**src/rtl/dual_issue_pair_scheduler_pkg.sv**
```systemverilog
// ---------------------------------------------------------------------------
// dual_issue_pair_scheduler_pkg
//   Shared definitions for the 2-wide decode-to-execute issue controller.
//   - schedState_t  : FSM state encodings (ISSUE / SPLIT / RECOVER)
//   - ISS_SEL_*     : lane0 source select values
//   - recoverCntWidth: width helper for the post-flush bubble counter
// ---------------------------------------------------------------------------
package dual_issue_pair_scheduler_pkg;

  typedef enum logic [1:0] {
    ISSUE   = 2'd0,
    SPLIT   = 2'd1,
    RECOVER = 2'd2
  } schedState_t;

  // Lane0 operand source: the fetch bundle's slot0, or the held slot1.
  localparam logic ISS_SEL_FETCH = 1'b0;
  localparam logic ISS_SEL_SKID  = 1'b1;

  // Counter must hold RECOVER_CYCLES-1; keep at least one bit.
  function automatic int recoverCntWidth(input int cycles);
    return (cycles > 1) ? $clog2(cycles) : 1;
  endfunction

endpackage

```
**src/rtl/dual_issue_pair_scheduler_if.sv**
```systemverilog
// ---------------------------------------------------------------------------
// dual_issue_pair_scheduler_if
//   Bundles the fetch-side, hazard-unit and execute-side signals of the
//   pair scheduler.
//   master : fetch / hazard unit side (drives f_*, hz_*; observes results)
//   slave  : the scheduler (consumes f_*, hz_*; drives f_ready, iss_*,
//            redirect_*, st_*)
// ---------------------------------------------------------------------------
interface dual_issue_pair_scheduler_if #(
  parameter int REG_W = 5,
  parameter int CNT_W = 32
);
  // Fetch bundle: slot0 is the older instruction.
  logic             f_valid;
  logic [REG_W-1:0] f_rs0, f_rt0, f_rd0;
  logic [REG_W-1:0] f_rs1, f_rt1, f_rd1;
  logic             f_wr0, f_wr1;
  logic             f_br0, f_br1;
  logic             f_mem0, f_mem1;
  logic             f_ready;

  // Hazard detection unit, lanes 1 and 2.
  logic hz_stall1, hz_stall2;
  logic hz_flush1, hz_flush2;
  logic hz_cpc1, hz_cpc2;

  // Issue into Execute and PC redirect.
  logic iss_v0, iss_v1, iss_sel0;
  logic redirect_v, redirect_lane;

  // Statistics.
  logic [CNT_W-1:0] st_dual, st_split, st_stall;

  modport master (
    output f_valid, f_rs0, f_rt0, f_rd0, f_rs1, f_rt1, f_rd1,
           f_wr0, f_wr1, f_br0, f_br1, f_mem0, f_mem1,
           hz_stall1, hz_stall2, hz_flush1, hz_flush2, hz_cpc1, hz_cpc2,
    input  f_ready, iss_v0, iss_v1, iss_sel0, redirect_v, redirect_lane,
           st_dual, st_split, st_stall
  );

  modport slave (
    input  f_valid, f_rs0, f_rt0, f_rd0, f_rs1, f_rt1, f_rd1,
           f_wr0, f_wr1, f_br0, f_br1, f_mem0, f_mem1,
           hz_stall1, hz_stall2, hz_flush1, hz_flush2, hz_cpc1, hz_cpc2,
    output f_ready, iss_v0, iss_v1, iss_sel0, redirect_v, redirect_lane,
           st_dual, st_split, st_stall
  );

endinterface

```
**src/rtl/dual_issue_pair_scheduler_issue_pair_checker.sv**
```systemverilog
// ---------------------------------------------------------------------------
// issue_pair_checker
//   Combinational check of whether an older/younger instruction pair may be
//   issued in the same cycle.
//   Ports:
//     rd0, wr0        older slot destination and write enable
//     rs1, rt1        younger slot sources
//     br0             older slot is a branch (younger is on a predicted path)
//     mem0, mem1      both slots need the single memory port
//     conflict        1 = pair must be split
// ---------------------------------------------------------------------------
module issue_pair_checker #(
  parameter int REG_W = 5
) (
  input  logic [REG_W-1:0] rd0,
  input  logic             wr0,
  input  logic [REG_W-1:0] rs1,
  input  logic [REG_W-1:0] rt1,
  input  logic             br0,
  input  logic             mem0,
  input  logic             mem1,
  output logic             conflict
);

  logic rawHazard;

  // Register 0 is hardwired zero, so writing it creates no dependency.
  assign rawHazard = wr0 && (rd0 != '0) && ((rs1 == rd0) || (rt1 == rd0));
  assign conflict  = rawHazard || (mem0 && mem1) || br0;

endmodule

```
**src/rtl/dual_issue_pair_scheduler.sv**
```systemverilog
// ---------------------------------------------------------------------------
// dual_issue_pair_scheduler
//   Decode-to-Execute issue controller for the 2-wide pipe. Each cycle it
//   dual-issues the fetch bundle, splits it (slot0 now, slot1 next cycle from
//   the skid), or issues a bubble, honouring stall/flush/correct-PC from the
//   hazard unit.
//   Ports:
//     clk, reset  clock and asynchronous active-high reset
//     bus         dual_issue_pair_scheduler_if.slave (fetch bundle, hazard
//                 inputs, issue/redirect outputs, statistics)
//   Configuration:
//     ISSUE_STATS_EN  when defined, st_dual/st_split/st_stall count
//                     dual-issue cycles, SPLIT entries and stall cycles
//                     (saturating); otherwise they are tied to zero.
//   All outputs are registered except f_ready, which is combinational.
// ---------------------------------------------------------------------------
module dual_issue_pair_scheduler
  import dual_issue_pair_scheduler_pkg::*;
#(
  parameter int REG_W          = 5,
  parameter int RECOVER_CYCLES = 2,
  parameter int CNT_W          = 32
) (
  input  logic                        clk,
  input  logic                        reset,
  dual_issue_pair_scheduler_if.slave  bus
);

  localparam int                RCNT_W       = recoverCntWidth(RECOVER_CYCLES);
  localparam logic [RCNT_W-1:0] RECOVER_LOAD = RCNT_W'(RECOVER_CYCLES - 1);

  schedState_t       stateReg;
  logic              skidValidReg;
  logic [RCNT_W-1:0] recoverCntReg;
  logic              issV0Reg, issV1Reg, issSel0Reg;
  logic              redirectVReg, redirectLaneReg;

  logic pairConflict;
  logic anyFlush, anyStall, anyCpc;
  logic dualIssue, splitEntry, stallCycle;
  logic fReady;

  issue_pair_checker #(.REG_W(REG_W)) u_checker (
    .rd0      (bus.f_rd0),
    .wr0      (bus.f_wr0),
    .rs1      (bus.f_rs1),
    .rt1      (bus.f_rt1),
    .br0      (bus.f_br0),
    .mem0     (bus.f_mem0),
    .mem1     (bus.f_mem1),
    .conflict (pairConflict)
  );

  assign anyFlush = bus.hz_flush1 | bus.hz_flush2;
  assign anyStall = bus.hz_stall1 | bus.hz_stall2;
  assign anyCpc   = bus.hz_cpc1   | bus.hz_cpc2;

  // Event qualifiers shared by the FSM and the statistics counters.
  assign stallCycle = !anyFlush && anyStall;
  assign dualIssue  = !anyFlush && !anyStall && (stateReg == ISSUE) &&
                      bus.f_valid && !pairConflict;
  assign splitEntry = !anyFlush && !anyStall && (stateReg == ISSUE) &&
                      bus.f_valid && pairConflict;

  // Fetch advance. During SPLIT the bundle has been held by fetch (f_ready was
  // low), so the skid only tracks occupancy while slot1 is read from the
  // still-presented bundle.
  always_comb begin
    fReady = 1'b0;
    if (anyFlush) begin
      fReady = 1'b1;
    end else if (anyStall) begin
      fReady = 1'b0;
    end else begin
      unique case (stateReg)
        ISSUE:   fReady = bus.f_valid && !pairConflict;
        SPLIT:   fReady = 1'b1;
        RECOVER: fReady = 1'b1;
        default: fReady = 1'b0;
      endcase
    end
  end

  always_ff @(posedge clk or posedge reset) begin
    if (reset) begin
      stateReg        <= ISSUE;
      skidValidReg    <= 1'b0;
      recoverCntReg   <= '0;
      issV0Reg        <= 1'b0;
      issV1Reg        <= 1'b0;
      issSel0Reg      <= ISS_SEL_FETCH;
      redirectVReg    <= 1'b0;
      redirectLaneReg <= 1'b0;
    end else begin
      issV0Reg   <= 1'b0;
      issV1Reg   <= 1'b0;
      issSel0Reg <= ISS_SEL_FETCH;

      // Redirect is independent of the issue FSM; lane1 wins a tie.
      redirectVReg    <= anyCpc;
      redirectLaneReg <= !bus.hz_cpc1 && bus.hz_cpc2;

      if (anyFlush) begin
        skidValidReg  <= 1'b0;
        recoverCntReg <= RECOVER_LOAD;
        stateReg      <= RECOVER;
      end else if (anyStall) begin
        // Hold state, skid and recovery count; issue nothing.
      end else begin
        unique case (stateReg)
          ISSUE: begin
            if (bus.f_valid) begin
              issV0Reg <= 1'b1;
              if (pairConflict) begin
                skidValidReg <= 1'b1;
                stateReg     <= SPLIT;
              end else begin
                issV1Reg <= 1'b1;
              end
            end
          end
          SPLIT: begin
            issV0Reg     <= skidValidReg;
            issSel0Reg   <= skidValidReg ? ISS_SEL_SKID : ISS_SEL_FETCH;
            skidValidReg <= 1'b0;
            stateReg     <= ISSUE;
          end
          RECOVER: begin
            if (recoverCntReg == '0) begin
              stateReg <= ISSUE;
            end else begin
              recoverCntReg <= recoverCntReg - 1'b1;
            end
          end
          default: stateReg <= ISSUE;
        endcase
      end
    end
  end

  assign bus.f_ready       = fReady;
  assign bus.iss_v0        = issV0Reg;
  assign bus.iss_v1        = issV1Reg;
  assign bus.iss_sel0      = issSel0Reg;
  assign bus.redirect_v    = redirectVReg;
  assign bus.redirect_lane = redirectLaneReg;

`ifdef ISSUE_STATS_EN
  // Index 0: dual-issue cycles, 1: SPLIT entries, 2: stall cycles.
  logic [2:0]       statInc;
  logic [CNT_W-1:0] statCntReg [3];

  assign statInc = {stallCycle, splitEntry, dualIssue};

  for (genvar gi = 0; gi < 3; gi++) begin : g_stat
    always_ff @(posedge clk or posedge reset) begin
      if (reset) begin
        statCntReg[gi] <= '0;
      end else if (statInc[gi] && (statCntReg[gi] != '1)) begin
        statCntReg[gi] <= statCntReg[gi] + 1'b1;
      end
    end
  end

  assign bus.st_dual  = statCntReg[0];
  assign bus.st_split = statCntReg[1];
  assign bus.st_stall = statCntReg[2];
`else
  // Qualifiers are still generated for the FSM; only the counters are absent.
  logic unusedStats;
  assign unusedStats  = stallCycle ^ splitEntry ^ dualIssue;
  assign bus.st_dual  = '0;
  assign bus.st_split = '0;
  assign bus.st_stall = '0;
`endif

endmodule

```
**src/flat_wrapper.sv**
```systemverilog
// flat-port wrapper written by rule: the top's interface ports become plain ports
module dual_issue_pair_scheduler_flat import dual_issue_pair_scheduler_pkg::*;
#(
  parameter int REG_W          = 5,
  parameter int RECOVER_CYCLES = 2,
  parameter int CNT_W          = 32
)
  (clk, reset, bus_f_valid, bus_f_rs0, bus_f_rt0, bus_f_rd0, bus_f_rs1, bus_f_rt1, bus_f_rd1, bus_f_wr0, bus_f_wr1, bus_f_br0, bus_f_br1, bus_f_mem0, bus_f_mem1, bus_hz_stall1, bus_hz_stall2, bus_hz_flush1, bus_hz_flush2, bus_hz_cpc1, bus_hz_cpc2, bus_f_ready, bus_iss_v0, bus_iss_v1, bus_iss_sel0, bus_redirect_v, bus_redirect_lane, bus_st_dual, bus_st_split, bus_st_stall);
  dual_issue_pair_scheduler_if #(.REG_W(REG_W), .CNT_W(CNT_W)) bus_i ();
  input  logic clk;
  input  logic reset;
  input wire logic [$bits(bus_i.f_valid)-1:0] bus_f_valid;
  input wire logic [$bits(bus_i.f_rs0)-1:0] bus_f_rs0;
  input wire logic [$bits(bus_i.f_rt0)-1:0] bus_f_rt0;
  input wire logic [$bits(bus_i.f_rd0)-1:0] bus_f_rd0;
  input wire logic [$bits(bus_i.f_rs1)-1:0] bus_f_rs1;
  input wire logic [$bits(bus_i.f_rt1)-1:0] bus_f_rt1;
  input wire logic [$bits(bus_i.f_rd1)-1:0] bus_f_rd1;
  input wire logic [$bits(bus_i.f_wr0)-1:0] bus_f_wr0;
  input wire logic [$bits(bus_i.f_wr1)-1:0] bus_f_wr1;
  input wire logic [$bits(bus_i.f_br0)-1:0] bus_f_br0;
  input wire logic [$bits(bus_i.f_br1)-1:0] bus_f_br1;
  input wire logic [$bits(bus_i.f_mem0)-1:0] bus_f_mem0;
  input wire logic [$bits(bus_i.f_mem1)-1:0] bus_f_mem1;
  input wire logic [$bits(bus_i.hz_stall1)-1:0] bus_hz_stall1;
  input wire logic [$bits(bus_i.hz_stall2)-1:0] bus_hz_stall2;
  input wire logic [$bits(bus_i.hz_flush1)-1:0] bus_hz_flush1;
  input wire logic [$bits(bus_i.hz_flush2)-1:0] bus_hz_flush2;
  input wire logic [$bits(bus_i.hz_cpc1)-1:0] bus_hz_cpc1;
  input wire logic [$bits(bus_i.hz_cpc2)-1:0] bus_hz_cpc2;
  output wire logic [$bits(bus_i.f_ready)-1:0] bus_f_ready;
  output wire logic [$bits(bus_i.iss_v0)-1:0] bus_iss_v0;
  output wire logic [$bits(bus_i.iss_v1)-1:0] bus_iss_v1;
  output wire logic [$bits(bus_i.iss_sel0)-1:0] bus_iss_sel0;
  output wire logic [$bits(bus_i.redirect_v)-1:0] bus_redirect_v;
  output wire logic [$bits(bus_i.redirect_lane)-1:0] bus_redirect_lane;
  output wire logic [$bits(bus_i.st_dual)-1:0] bus_st_dual;
  output wire logic [$bits(bus_i.st_split)-1:0] bus_st_split;
  output wire logic [$bits(bus_i.st_stall)-1:0] bus_st_stall;
  assign bus_i.f_valid = bus_f_valid;
  assign bus_i.f_rs0 = bus_f_rs0;
  assign bus_i.f_rt0 = bus_f_rt0;
  assign bus_i.f_rd0 = bus_f_rd0;
  assign bus_i.f_rs1 = bus_f_rs1;
  assign bus_i.f_rt1 = bus_f_rt1;
  assign bus_i.f_rd1 = bus_f_rd1;
  assign bus_i.f_wr0 = bus_f_wr0;
  assign bus_i.f_wr1 = bus_f_wr1;
  assign bus_i.f_br0 = bus_f_br0;
  assign bus_i.f_br1 = bus_f_br1;
  assign bus_i.f_mem0 = bus_f_mem0;
  assign bus_i.f_mem1 = bus_f_mem1;
  assign bus_i.hz_stall1 = bus_hz_stall1;
  assign bus_i.hz_stall2 = bus_hz_stall2;
  assign bus_i.hz_flush1 = bus_hz_flush1;
  assign bus_i.hz_flush2 = bus_hz_flush2;
  assign bus_i.hz_cpc1 = bus_hz_cpc1;
  assign bus_i.hz_cpc2 = bus_hz_cpc2;
  assign bus_f_ready = bus_i.f_ready;
  assign bus_iss_v0 = bus_i.iss_v0;
  assign bus_iss_v1 = bus_i.iss_v1;
  assign bus_iss_sel0 = bus_i.iss_sel0;
  assign bus_redirect_v = bus_i.redirect_v;
  assign bus_redirect_lane = bus_i.redirect_lane;
  assign bus_st_dual = bus_i.st_dual;
  assign bus_st_split = bus_i.st_split;
  assign bus_st_stall = bus_i.st_stall;
  dual_issue_pair_scheduler #(.REG_W(REG_W), .RECOVER_CYCLES(RECOVER_CYCLES), .CNT_W(CNT_W)) u_core (.clk(clk), .reset(reset), .bus(bus_i));
endmodule
```
**config.mk**
```make
export PLATFORM = sky130hd
export DESIGN_NAME = dual_issue_pair_scheduler_flat
export DESIGN_NICKNAME = d
export VERILOG_FILES = /design/src/rtl/dual_issue_pair_scheduler_pkg.sv /design/src/rtl/dual_issue_pair_scheduler_if.sv /design/src/rtl/dual_issue_pair_scheduler_issue_pair_checker.sv /design/src/rtl/dual_issue_pair_scheduler.sv /design/src/flat_wrapper.sv
export SDC_FILE = /design/constraint.sdc
export NUM_CORES = 1
export LEC_CHECK = 0
export CAP_MARGIN = 5
export CORE_MARGIN = 1
export CORE_UTILIZATION = 31
export DETAILED_ROUTE_END_ITERATION = 7
export PLACE_DENSITY = 0.83
export SLEW_MARGIN = 0
export SYNTH_ARGS = -nofsm -noshare
export SYNTH_HDL_FRONTEND = slang
export SYNTH_SLANG_ARGS = --single-unit
```
**constraint.sdc**
```tcl
create_clock -name clk -period 2.6 [get_ports clk]
set_clock_uncertainty 0.15 [all_clocks]
set_input_delay 0.52 -clock clk [delete_from_list [all_inputs] [get_ports clk]]
set_output_delay 0.52 -clock clk [all_outputs]
set_load 0.01 [all_outputs]
```
==> qor.yml, run 1 <==
status:
  status: "completed"
power:
  power_mw: 0.472
  pwr_density_cell_mw_per_mm2: 304
  ir_drop_v: 0.000171
  power_leakage_nw: 0.798
global_routing:
  antenna_found_initial: 0
  grt_max_degree: 10
  grt_pass1_wl_um: 2680
  grt_use_total_pct: 7.63
  grt_pass1_vias: 678
  grt_overflow: 0
yosys:
  yosysUniqueCellTypes: 28
  yosysTopAreaCell: "buf_4"
  ys_top_cells_by_area: "buf_4 52%, dfrtp_1 16%, xnor2_1 6.3%, ha_1 3.6%, nand2_1 2.7%"
  yosys_warnings: 0
  ys_ff_latch: 9
  synth_top_area_share_pct: 51.9
  syn_area_per_cell_um2: 8.16
  ys_seq_area_share_pct: 16.2
  synth_area_mm2: 0.00139
  syn_inst: 170
worst_setup_path:
  cp_cell_sequence: "dlygate4sd2_1 -> or4_4 -> o21ai_4 -> nor2b_4 -> o21ai_2 -> buf_2"
  crit_fanout: 2
  worstSetupEndpoint: "bus_f_ready"
  reg2reg_to: "u_core.skidValidReg"
  startpoint: "bus_f_rd0[2]"
  slowest_stage: "or4_4"
  critPathCaptureType: "primary output"
  criticalPathCategory: "primary input to primary output"
  reg2reg_slack_ns: 0.65
  path_buf_inv: 2
  rr_startpoint: "u_core.stateReg[0]"
  cp_num_cells: 6
  cp-start-kind: "primary input"
  r2r_cells: 7
  slowest_delay_ns: 0.55
  arrival_ns: 1.84
  crit_family: "simple AND/OR/NAND/NOR gates"
  crit_required_ns: 1.93
drt:
  post_drt_wl_per_cell_um: 7.82
  met3RoutedLength_um: 228
  route.detailed.drc: 0
  via_per_inst: 3.46
  vias: 924
  met1Wirelength_um: 670
  met2_length_um: 1170
  top_layer: "met4"
  totalWireLength_um: 2090
  drtPass1Iterations: 4
  drt_iter0_markers: 21
  antenna_left: 0
floorplan:
  initial_core_util_pct: 33.5
  die_w_um: 68.9
  dieArea_mm2: 0.00475
  ios: 147
  rows: 23
  die_y_um: 68.9
  coreArea_mm2: 0.00414
cts:
  cts_root_buf: "clkbuf_8"
  cts_max_level: 1
  cts_made_buffers: 3
  cts.sink_count: 9
  cts_hold_buf: 0
  postCtsSetupBuffers: 0
  insertion_delay_ns: 0.23
  cts_buffer_depth: 2
  cts.clk_slew.worst_paths_ns: 0.04
  cts_tree: "done"
cells_and_area:
  diodes: 0
  area_growth_pct: 11.8
  drive_gt1_share_pct: 10.6
  design_area_mm2: 0.00155
  nets: 267
  stdcell_count: 267
timing:
  setup_viol: 0
  rsz0062_at_grt: "no"
  post-route-period-util_pct: 96.4
  maxSlewViolCount: 0
  finalHoldViolCount: 0
  max_freq_mhz: 399
  min_period_ns: 2.51
  finalWorstSetupSlack_ns: 0.0947
  fin_tns_setup_ns: 0
flow_run:
  maxCapViolCount: 0
placement:
  place_area_mm2: 0.00150
  place_hpwl_um: 1930
  dp_worst_setup_slack_ns: -0.619
  dp_cells: 263
  place_congestion: 0.766
  port-buffer-count: 33
worst_hold_path:
  hp-class: "register to register"
cells in the mapped netlist:
master,number
a21o_1,1
or2_2,2
o22ai_1,1
or4_4,1
inv_1,3
nor2b_1,1
a21oi_1,4
nor2_1,4
nor2b_2,1
nand2_1,10
and2_1,1
buf_4,96
nor3_1,2
nand3_1,5
o311a_1,1
ha_1,4
nand4_1,1
nand2b_1,2
mux2i_1,3
dfrtp_1,9
o31a_1,1
nor4_2,1
xnor2_1,10
nor4b_1,1
o21ai_0,2
a21boi_0,1
o21ai_4,1
conb_1,1
area by class of cell:
type	instances	area [um2]
clock buffers	4	45.0
fillers	443	2590
inverters	3	11.3
multi-input cells	157	802
flip-flops and latches	9	225
well taps	50	62.6
repair buffers	44	405
registers in the layout (all words and copies together), names as in the netlist:
signal / count
u_core.bus.redirect_v: 1
u_core.recoverCntReg: 1
u_core.bus.iss_v0: 1
u_core.bus.redirect_lane: 1
u_core.stateReg: 2
u_core.skidValidReg: 1
u_core.bus.iss_v1: 1
u_core.bus.iss_sel0: 1
cell usage in the layout (no fill, tap or decap):
cell type / count
nor4_2: 1
nor2b_1: 1
and2_1: 1
o31a_1: 1
mux2i_1: 3
nand2b_1: 2
buf_4: 11
xnor2_1: 10
clkbuf_1: 1
dlymetal6s2s_1: 1
a21o_1: 1
o311a_1: 1
o21ai_4: 1
a21boi_0: 1
o21ai_2: 1
nand2_1: 10
conb_1: 96
clkbuf_8: 3
nor2_1: 4
clkdlybuf4s50_1: 27
nor3_1: 2
or4_4: 1
nor4b_1: 1
o22ai_2: 1
dlygate4sd2_1: 4
a21oi_1: 4
nor2b_4: 1
or2_2: 2
ha_1: 4
buf_2: 1
nand3_1: 5
nand4_1: 1
dfrtp_1: 9
inv_1: 3
o21ai_0: 1
cells by family after synthesis:
group | Yosys count | synth area share, %
multiplexers | 3 | 2.16
buffers and inverters | 99 | 52.8
XOR/XNOR | 10 | 6.31
AO/OA/AOI/OAI | 12 | 6.22
flip-flops | 9 | 16.2
adder cells (fa/ha/maj) | 4 | 3.61
AND/OR/NAND/NOR | 32 | 12.4
other | 1 | 0.270
metal layers:
layer	vias up	GRT usage, %
met5	-	0
met4	0	3.06
met3	2	1.97
met2	69	15.2
met1	409	7.27
li1	444	-
report_power, final:
part / internal (mW) / switching, mW / total [mW]
sequential: 0.143 / 0.000826 / 0.144
clock: 0.107 / 0.0519 / 0.158
combinational: 0.0676 / 0.102 / 0.170
total: 0.317 / 0.155 / 0.472
worst register-to-register path, stage by stage, from the launching register on:
cell and delay (ns):
dfrtp_1 0.42, inv_1 0.09, ha_1 0.26, nand2b_1 0.18, a21boi_0 0.29, nor4b_1 0.29
mux2i_1 0.13, nand3_1 0.09
worst min path at each step:
stage | from | to | slack, ns | cells past startpoint
6_report | u_core.recoverCntReg | u_core.recoverCntReg | 0.33 | 2
5_1_grt | u_core.recoverCntReg | u_core.recoverCntReg | 0.35 | 2
4_1_cts | u_core.recoverCntReg | u_core.recoverCntReg | 0.33 | 2
3_5_place_dp | u_core.recoverCntReg | u_core.recoverCntReg | 0.32 | 2
3_3_place_gp | u_core.recoverCntReg | u_core.recoverCntReg | 0.32 | 2
2_1_floorplan | reset | u_core.bus.iss_sel0 | 0.20 | 1
per-stage QoR:
| step | util, % | hold slack (ns) |
|---|---|---|
| 3_3_place_gp | 36.2 | 0.316 |
| 6_report | 37.4 | 0.329 |
| 5_1_grt | 37.4 | 0.354 |
| 2_1_floorplan | - | 0.198 |
| 4_1_cts | 37.4 | 0.332 |
| 3_5_place_dp | 36.2 | 0.316 |
timing repair:
| item | CTS | global route |
|---|---|---|
| resized for setup | 12 | 1 |
| endpoints found under the hold margin | 0 | 0 |
| pin swaps | 3 | 0 |
| endpoints found under the setup margin | 1 | 1 |
Note: power is estimated with default switching activity, not from simulation.
==> inputs of run 2 (changes only) <==
--- a/config.mk
+++ b/config.mk
@@ -5,11 +5,10 @@
 export SDC_FILE = /design/constraint.sdc
 export NUM_CORES = 1
 export LEC_CHECK = 0
-export CAP_MARGIN = 5
 export CORE_MARGIN = 1
 export CORE_UTILIZATION = 31
 export DETAILED_ROUTE_END_ITERATION = 7
-export PLACE_DENSITY = 0.83
+export PLACE_DENSITY = 0.87
 export SLEW_MARGIN = 0
 export SYNTH_ARGS = -nofsm -noshare
 export SYNTH_HDL_FRONTEND = slang
==> run 2 against run 1 <==
Effect of this change:
- sequential share of layout area is 0.39 points lower
- register-to-register slack hardly changed
- power is 2.0% higher
- global-route usage is 0.72 points higher
- setup slack better by 0.028 ns
- worst hold slack hardly changed
- die area stayed put
- combinational power is 4% higher
- critical path depth is 1 higher
- largest cell class unchanged
- via count is 2.9% higher
- first-iteration DRC count is 19% lower
- maximum frequency is 1.1% higher
==> qor.yml, run 2 (synthesis gave the netlist of run 1 again) <==
status:
  status: "completed"
cells_and_area:
  area_growth_pct: 14.9
  nets: 270
  design_area_mm2: 0.00159
  largest_reg_flops: 2
  drive_gt1_share_pct: 13.2
  final_core_utilization_pct: 38.5
  top_register: "u_core.stateReg"
  final_cell_mix: "96 x conb_1, 27 x clkdlybuf4s50_1, 13 x buf_4, 10 x nand2_1, 9 x dfrtp_1"
  stdcell_count: 270
  final_common_cell: "conb_1"
  diodes: 0
timing:
  finalWorstSetupSlack_ns: 0.122
  post-route-period-util_pct: 95.3
  rsz0062_at_grt: "no"
  hold_slack_ns: 0.329
  finalHoldViolCount: 0
  min_period_ns: 2.48
  maxSlewViolCount: 0
  fin_tns_setup_ns: 0
  setup_viol: 0
  max_freq_mhz: 404
drt:
  totalWireLength_um: 2160
  drt_iter0_markers: 17
  route.detailed.drc: 0
  drtPass1Iterations: 4
  antenna_left: 0
  via_per_inst: 3.52
  post_drt_wl_per_cell_um: 8.00
  vias: 951
floorplan:
  initial_core_util_pct: 33.5
  rows: 23
  die_y_um: 68.9
  coreArea_mm2: 0.00414
  die_w_um: 68.9
  ios: 147
  dieArea_mm2: 0.00475
global_routing:
  antenna_found_initial: 0
  grt_max_degree: 10
  grt_overflow: 0
  grt_use_total_pct: 8.36
  grt_pass1_wl_um: 2930
  grt_pass1_vias: 754
power:
  switching_share_pct: 33.4
  p_int_mw: 0.320
  clock_power_share_pct: 33.5
  power_mw: 0.481
  pwr_density_cell_mw_per_mm2: 302
  ir_drop_v: 0.000113
  p_switching_mw: 0.161
  combPwrFrac_pct: 36.7
  power_leakage_nw: 0.829
  seq_power_share_pct: 29.9
cts:
  cts.clk_slew.worst_paths_ns: 0.05
  cts_made_buffers: 3
  cts_buffer_depth: 2
  cts_hold_buf: 0
  cts.sink_count: 9
  insertion_delay_ns: 0.23
  cts_max_level: 1
  cts_tree: "done"
  cts_root_buf: "clkbuf_8"
worst_setup_path:
  slowest_delay_ns: 0.48
  crit_fanout: 2
  cp_cell_sequence: "clkdlybuf4s50_1 -> xnor2_1 -> nand3_1 -> o22ai_2 -> nor2b_4 -> o21ai_2 -> buf_2"
  cp-start-kind: "primary input"
  critPathCaptureType: "primary output"
  arrival_ns: 1.81
  slowest_stage: "clkdlybuf4s50_1"
  crit_required_ns: 1.93
  criticalPathCategory: "primary input to primary output"
placement:
  place_area_mm2: 0.00151
  port-buffer-count: 33
  place_hpwl_um: 1920
  place_congestion: 0.802
  dp_worst_setup_slack_ns: -0.565
  dp_cells: 264
worst_hold_path:
  hp-class: "register to register"
flow_run:
  maxCapViolCount: 0
run 2: changes by cell type in the layout (fill, tap and decap cells not counted):
cell,delta
buf_6,+1
clkbuf_1,-1
xnor2_2,+2
clkinv_2,+1
buf_4,+2
xnor2_1,-2
run 2: path summary, 6_finish.rpt:
kind | startpoint | endpoint | slack (ns) | cells after the start
hold reg to reg | u_core.recoverCntReg | u_core.recoverCntReg | 0.33 | 2
setup reg to reg | u_core.stateReg[0] | u_core.skidValidReg | 0.64 | 7
hold / removal | u_core.recoverCntReg | u_core.recoverCntReg | 0.33 | 2
max in group asynchronous | reset | u_core.bus.redirect_lane | 1.65 | 2
min in group asynchronous | reset | u_core.bus.iss_v1 | 0.40 | 2
setup / recovery | bus_f_rt1[2] | bus_f_ready | 0.12 | 7
run 2: timing repair:
item,CTS,global route
endpoints found under the setup margin,1,1
gates resized for setup,15,1
pin swaps,4,0
buffers inserted,2,0
run 2: per-layer routing:
layer	part of all wire, %	vias to the layer above	wire length [um]	track usage [%]
met2	58	77	1240	18.3
met5	0	-	0	0
li1	-	453	-	-
met1	29	419	630	6.79
met3	13	2	277	2.47
met4	0.32	0	7	2.30
run 2: cell type report:
type	instances	area, um2
clock inverter	1	5.00
clock buffer	3	41.3
multi-input combinational	157	817
fill	433	2550
tap	50	62.6
timing repair buffer	47	432
inverter	3	11.3
sequential	9	225
run 2: power groups by stage:
stage                     Combinational [mW]  Clock (mW)  Sequential, mW
after floorplan                        0.201           0           0.146
after global placement                 0.166           0           0.146
after detailed placement               0.169           0           0.146
after CTS                              0.175       0.167           0.144
after global routing                   0.198       0.174           0.144
final                                  0.176       0.161           0.144
run 2: critical path, delay by kind of cell:
family                 cells  cell delay, ns
buffers and inverters      2            0.62
AND/OR/NAND/NOR            2            0.30
AO/OA/AOI/OAI              2            0.24
XOR/XNOR                   1            0.13
==> inputs of run 3 (changes only) <==
--- a/config.mk
+++ b/config.mk
@@ -5,8 +5,11 @@
 export SDC_FILE = /design/constraint.sdc
 export NUM_CORES = 1
 export LEC_CHECK = 0
+export CAP_MARGIN = 20
 export CORE_MARGIN = 1
 export CORE_UTILIZATION = 31
+export CTS_BUF_LIST = sky130_fd_sc_hd__clkbuf_8 sky130_fd_sc_hd__clkbuf_16
+export CTS_CLUSTER_DIAMETER = 150
 export DETAILED_ROUTE_END_ITERATION = 7
 export PLACE_DENSITY = 0.87
 export SLEW_MARGIN = 0
==> results of run 3 <==
Same layout as run 2: the final DEF is identical, and so are final timing and power.
